$ cat src/rtl/sat_pkg.sv
// Shared types and constants for the SAT variable integrator.
package sat_pkg;

  typedef enum logic [1:0] {
    StIdle,
    StRun,
    StDone
  } state_e;

  localparam int unsigned SumWDefault = 6;
  localparam int unsigned MaxVotes    = 32;

endpackage

$ cat src/rtl/sat_acc_update.sv
// Combinational accumulator step: adds UP-DOWN to one accumulator with saturation and
// derives the resulting variable value and whether it flipped.
module sat_acc_update
  import sat_pkg::*;
#(
  parameter int unsigned SUM_W = SumWDefault,
  parameter int unsigned ACC_W = 8
) (
  input  logic [ACC_W-1:0] acc_in,
  input  logic [SUM_W-1:0] sum_up,
  input  logic [SUM_W-1:0] sum_down,
  input  logic             cur_value,
  output logic [ACC_W-1:0] acc_new,
  output logic             new_value,
  output logic             flip
);

  logic signed [SUM_W:0] delta;
  logic        [ACC_W:0] acc_ext;
  logic        [ACC_W:0] delta_ext;
  logic        [ACC_W:0] sum;
  logic                  positive;
  logic                  negative;

  assign delta     = $signed({1'b0, sum_up}) - $signed({1'b0, sum_down});
  assign acc_ext   = {acc_in[ACC_W-1], acc_in};
  assign delta_ext = {{(ACC_W - SUM_W){delta[SUM_W]}}, delta};
  assign sum       = acc_ext + delta_ext;

  // Top two bits disagree only when the sum left the ACC_W-bit signed range.
  always_comb begin
    acc_new = sum[ACC_W-1:0];
    if (sum[ACC_W] != sum[ACC_W-1]) begin
      acc_new = sum[ACC_W] ? {1'b1, {(ACC_W - 1){1'b0}}} : {1'b0, {(ACC_W - 1){1'b1}}};
    end
  end

  assign negative  = acc_new[ACC_W-1];
  assign positive  = ~acc_new[ACC_W-1] & (|acc_new[ACC_W-2:0]);
  assign new_value = positive ? 1'b1 : (negative ? 1'b0 : cur_value);
  assign flip      = new_value ^ cur_value;

endmodule

$ cat src/rtl/sat_var_integrator.sv
// Round-robin per-variable vote integrator: saturating accumulators, sign-derived assignment,
// and convergence / sweep-limit detection.
module sat_var_integrator
  import sat_pkg::*;
#(
  parameter int unsigned NUM_VARS   = 32,
  parameter int unsigned SUM_W      = SumWDefault,
  parameter int unsigned ACC_W      = 8,
  parameter int unsigned MAX_SWEEPS = 255,
  localparam int unsigned IdxW      = $clog2(NUM_VARS)
) (
  input  logic                clk,
  input  logic                rst_n,
  input  logic                start,
  input  logic                sum_valid,
  input  logic [SUM_W-1:0]    sum_up,
  input  logic [SUM_W-1:0]    sum_down,
  output logic                sum_ready,
  output logic [IdxW-1:0]     var_idx,
  output logic [NUM_VARS-1:0] var_value,
  output logic [7:0]          sweep_cnt,
  output logic                done,
  output logic                converged
);

  state_e                   state_q;
  logic signed [ACC_W-1:0]  acc_q [NUM_VARS];
  logic                     flip_q;

  logic [ACC_W-1:0] acc_new;
  logic             new_value;
  logic             flip;
  logic             last_var;
  logic [7:0]       sweep_next;

  sat_acc_update #(
    .SUM_W(SUM_W),
    .ACC_W(ACC_W)
  ) u_acc_update (
    .acc_in   (acc_q[var_idx]),
    .sum_up   (sum_up),
    .sum_down (sum_down),
    .cur_value(var_value[var_idx]),
    .acc_new  (acc_new),
    .new_value(new_value),
    .flip     (flip)
  );

  assign last_var   = (var_idx == IdxW'(NUM_VARS - 1));
  assign sweep_next = sweep_cnt + 8'd1;

  always_ff @(posedge clk or negedge rst_n) begin
    if (!rst_n) begin
      state_q   <= StIdle;
      for (int i = 0; i < NUM_VARS; i++) acc_q[i] <= '0;
      var_value <= '0;
      var_idx   <= '0;
      sweep_cnt <= '0;
      flip_q    <= 1'b0;
      sum_ready <= 1'b0;
      done      <= 1'b0;
      converged <= 1'b0;
    end else if (start) begin
      // Same clear as reset; any simultaneous transfer is dropped.
      state_q   <= StRun;
      for (int i = 0; i < NUM_VARS; i++) acc_q[i] <= '0;
      var_value <= '0;
      var_idx   <= '0;
      sweep_cnt <= '0;
      flip_q    <= 1'b0;
      sum_ready <= 1'b1;
      done      <= 1'b0;
      converged <= 1'b0;
    end else if (state_q == StRun && sum_valid) begin
      acc_q[var_idx]     <= acc_new;
      var_value[var_idx] <= new_value;
      if (last_var) begin
        var_idx   <= '0;
        sweep_cnt <= sweep_next;
        // Convergence takes priority over the sweep limit.
        if (!(flip_q || flip)) begin
          state_q   <= StDone;
          sum_ready <= 1'b0;
          done      <= 1'b1;
          converged <= 1'b1;
        end else if (sweep_next == 8'(MAX_SWEEPS)) begin
          state_q   <= StDone;
          sum_ready <= 1'b0;
          done      <= 1'b1;
          converged <= 1'b0;
        end else begin
          flip_q <= 1'b0;
        end
      end else begin
        var_idx <= var_idx + IdxW'(1);
        flip_q  <= flip_q | flip;
      end
    end
  end

endmodule

$ cat config.mk
export PLATFORM = sky130hd
export DESIGN_NAME = sat_var_integrator
export DESIGN_NICKNAME = d
export VERILOG_FILES = /design/src/rtl/sat_pkg.sv /design/src/rtl/sat_acc_update.sv /design/src/rtl/sat_var_integrator.sv
export SDC_FILE = /design/constraint.sdc
export NUM_CORES = 1
export LEC_CHECK = 0
export CAP_MARGIN = 20
export CORE_MARGIN = 5
export CORE_UTILIZATION = 46
export CTS_CLUSTER_DIAMETER = 200
export DETAILED_ROUTE_END_ITERATION = 7
export SLEW_MARGIN = 15
export SYNTH_ARGS = -nofsm -noshare
export SYNTH_HDL_FRONTEND = slang
export SYNTH_SLANG_ARGS = --single-unit
$ cat constraint.sdc
create_clock -name clk -period 5.65 [get_ports clk]
set_input_delay 0.8475 -clock clk [delete_from_list [all_inputs] [get_ports clk]]
set_output_delay 0.8475 -clock clk [all_outputs]
set_load 0.02 [all_outputs]
==> reports/results.ini <==
[yosys]
yosys_warnings=0
synth_top_area_share_pct=53.4
syn_inst=1065
synthFlopType=dfrtp_1
synthMuxAreaShare_pct=11.3
yosysSeqAreaShare_pct=53.4
synth.distinct_cells=68
netlist_area_um2=14300
synth_compound_area_share_pct=23.6
synth_xor_area_share_pct=0.796
synth_area_per_cell_um2=13.4
yosysTopAreaCell=dfrtp_1
synthTopCellsByArea=dfrtp_1 53%, a22o_1 16%, mux4_2 10%, ha_1 1.8%, a32o_1 1.8%
synth_top_family_by_area=compound AO/OA/AOI/OAI gates
ys_async_sr_fraction_pct=100
synth_fa_ha_area_share_pct=2.61
synth_edf_count=0
syn_nets=1104
yosys.area_share.simple_pct=4.88
synth_seq_cells=305

[die]
design.core.area_um2=30700
die_area_um2=34700
rows=64
initial_core_util_pct=46.6
die_x_um=186
fp.dieH_um=186
ios=64

[placed_design]
placement.cell_area_um2=15400
dp_cells=1479
hpwl_mm=27.9
gp_congestion=0.886
port_buffers=63

[drt]
wl_per_cell_um=28.0
drt-initial-drc-count=1135
vias_per_cell=6.76
drc=0
wl_met1_mm=20.0
vias=10400
totalWireLength_mm=43.1
topRoutingLayerUsed=met4
wl_met3_mm=2.97
drt.antenna.violating_nets=0
drt_pass1_iterations=6
wl_met2_mm=19.0

[clocking]
clk_latency_ns=0.52
holdBufCountCts=0
postCtsSetupBuffers=0
cts_buffers=35
clk_pin_slew_ns=0.06
cts_sinks=305
clock_path_buffers=3
cts_resized=0
root_buffer=clkbuf_16
cts_tree=built
cts-htree-levels=2

[setup_path]
critPathMaxFanout=32
crit_arrival_ns=5.57
worstSetupPathType=flip-flop to flip-flop
critPathCaptureType=flip-flop
critPathRequiredTime_ns=6.06
crit_path_start_kind=flip-flop
crit_path_cell_trace=buf_4, mux4_2, a22oi_1, nand4_1, ha_1, fa_1, a211oi_1, nor3_1, o32a_2, maj3_1, buf_4, a22o_1
critPathMostFrequentCell=buf_4
cp_slowest_cell=dfrtp_4
cpPeakStageDelay_ns=0.78

[cells_and_area]
final_common_cell=dfrtp_1
syn_to_final_growth_pct=15.2
drive_above_1_share_pct=15.4
instances_no_fill=1537
final_cell_mix=303 x dfrtp_1, 256 x a22o_1, 66 x mux4_2, 61 x clkdlybuf4s50_1, 47 x a21oi_1
finalNetCount=1159
fin_util_pct=53.7
fill_cells=2601
post-route-cell-area_um2=16500

[sta]
timing.final.crit_period_ns=5.16
fin_tns_setup_ns=0
fmax_mhz=194
relSlewSlack_pct=34.8
grt_setup_unrepaired=false
period_share_pct=91.3
clock_skew_ns=0.0192
setup_viol=0
slew_violations=0
tightest_slew_ns=0.978
hold_violations=0

[outcome]
status=completed

[global_route]
grt_usage_pct=25.1
grt_pass1_vias=10300
grt_pass1_wl_mm=66.8
antenna_found_initial=0
grt_overflow=0
grt_max_degree=101

[min_path]
hold_path_class=input port to asynchronous set/reset pin

[pwr]
leakage_uw=0.00729
power.density_nw_per_um2=352
power.total_uw=5790
peakVddDrop_mv=0.267

[flow_run]
cap_violations=0

flip-flops by register name, indices dropped and copies added, names as in the netlist:
name / count
state_q: 1
acc_q: 256
done: 1
var_value: 32
sweep_cnt: 8
var_idx: 5
flip_q: 1
converged: 1
worst paths after layout:
check	start	endpoint	slack (ns)	depth (start not counted)
setup / recovery	var_idx[0]$_DFFE_PN0P_	acc_q[200]$_DFFE_PN0P_	0.49	12
hold / removal	rst_n	acc_q[23]$_DFFE_PN0P_	0.29	1
setup reg to reg	var_idx[0]$_DFFE_PN0P_	acc_q[200]$_DFFE_PN0P_	0.49	12
hold reg to reg	acc_q[73]$_DFFE_PN0P_	acc_q[73]$_DFFE_PN0P_	0.50	1
max in group asynchronous	rst_n	acc_q[122]$_DFFE_PN0P_	4.04	2
min in group clk	acc_q[73]$_DFFE_PN0P_	acc_q[73]$_DFFE_PN0P_	0.50	1
metal layers:
metal  up-vias  GRT usage, %
met5         -             0
met4         0          6.76
met3        71          3.95
met2       416          36.5
met1      5501          39.4
li1       4401             -
layout make-up:
type	count	area [um^2]	share of cell area, %
Tap cell	396	495	3.01
Sequential cell	305	7640	46.4
Multi-Input combinational cell	664	6200	37.6
Timing Repair Buffer	98	981	5.96
Antenna cell	1	2.50	0.0152
Inverter	16	60.1	0.365
Clock inverter	6	76.3	0.463
Clock buffer	51	1020	6.18
cell usage after synthesis (8+ instances only):
cell and count:
a22o_1 256, dfrtp_1 305, a22oi_1 20, mux4_2 66, buf_6 8, ha_1 21
o22ai_1 18, nor2_1 46, inv_1 16, clkbuf_1 56, o21ai_0 8, mux2i_1 13
a21oi_1 47, nand2_1 13, a32o_1 25
worst max-delay path: cells and delay by family, from the launching register on:
kind / cells / cell delay, ns
AO/OA/AOI/OAI: 4 / 1.52
adder cells (fa/ha/maj): 3 / 1.24
flip-flops: 1 / 0.78
buffers and inverters: 2 / 0.55
multiplexers: 1 / 0.54
AND/OR/NAND/NOR: 2 / 0.40
power by group:
part | switching [uW] | internal [uW]
clock | 903 | 1290
combinational | 1000 | 345
sequential | 32.3 | 2210
total | 1940 | 3850
stage by stage:
step           worst slack (ns)  hold WS (ns)
2_1_floorplan             0.352         0.468
3_3_place_gp              0.491         0.483
3_5_place_dp              0.432         0.486
4_1_cts                   0.467         0.322
5_1_grt                   0.325         0.345
6_report                  0.490         0.285
logic make-up (layout without fill, tap and decap cells):
family	count (synthesis)	count (layout)
buffers and inverters	96	171
multiplexers	79	79
other	0	1
XOR/XNOR	13	13
AND/OR/NAND/NOR	129	129
flip-flops	305	305
adder cells (fa/ha/maj)	30	30
AO/OA/AOI/OAI	413	413
Power figures use the tool's default switching activity.
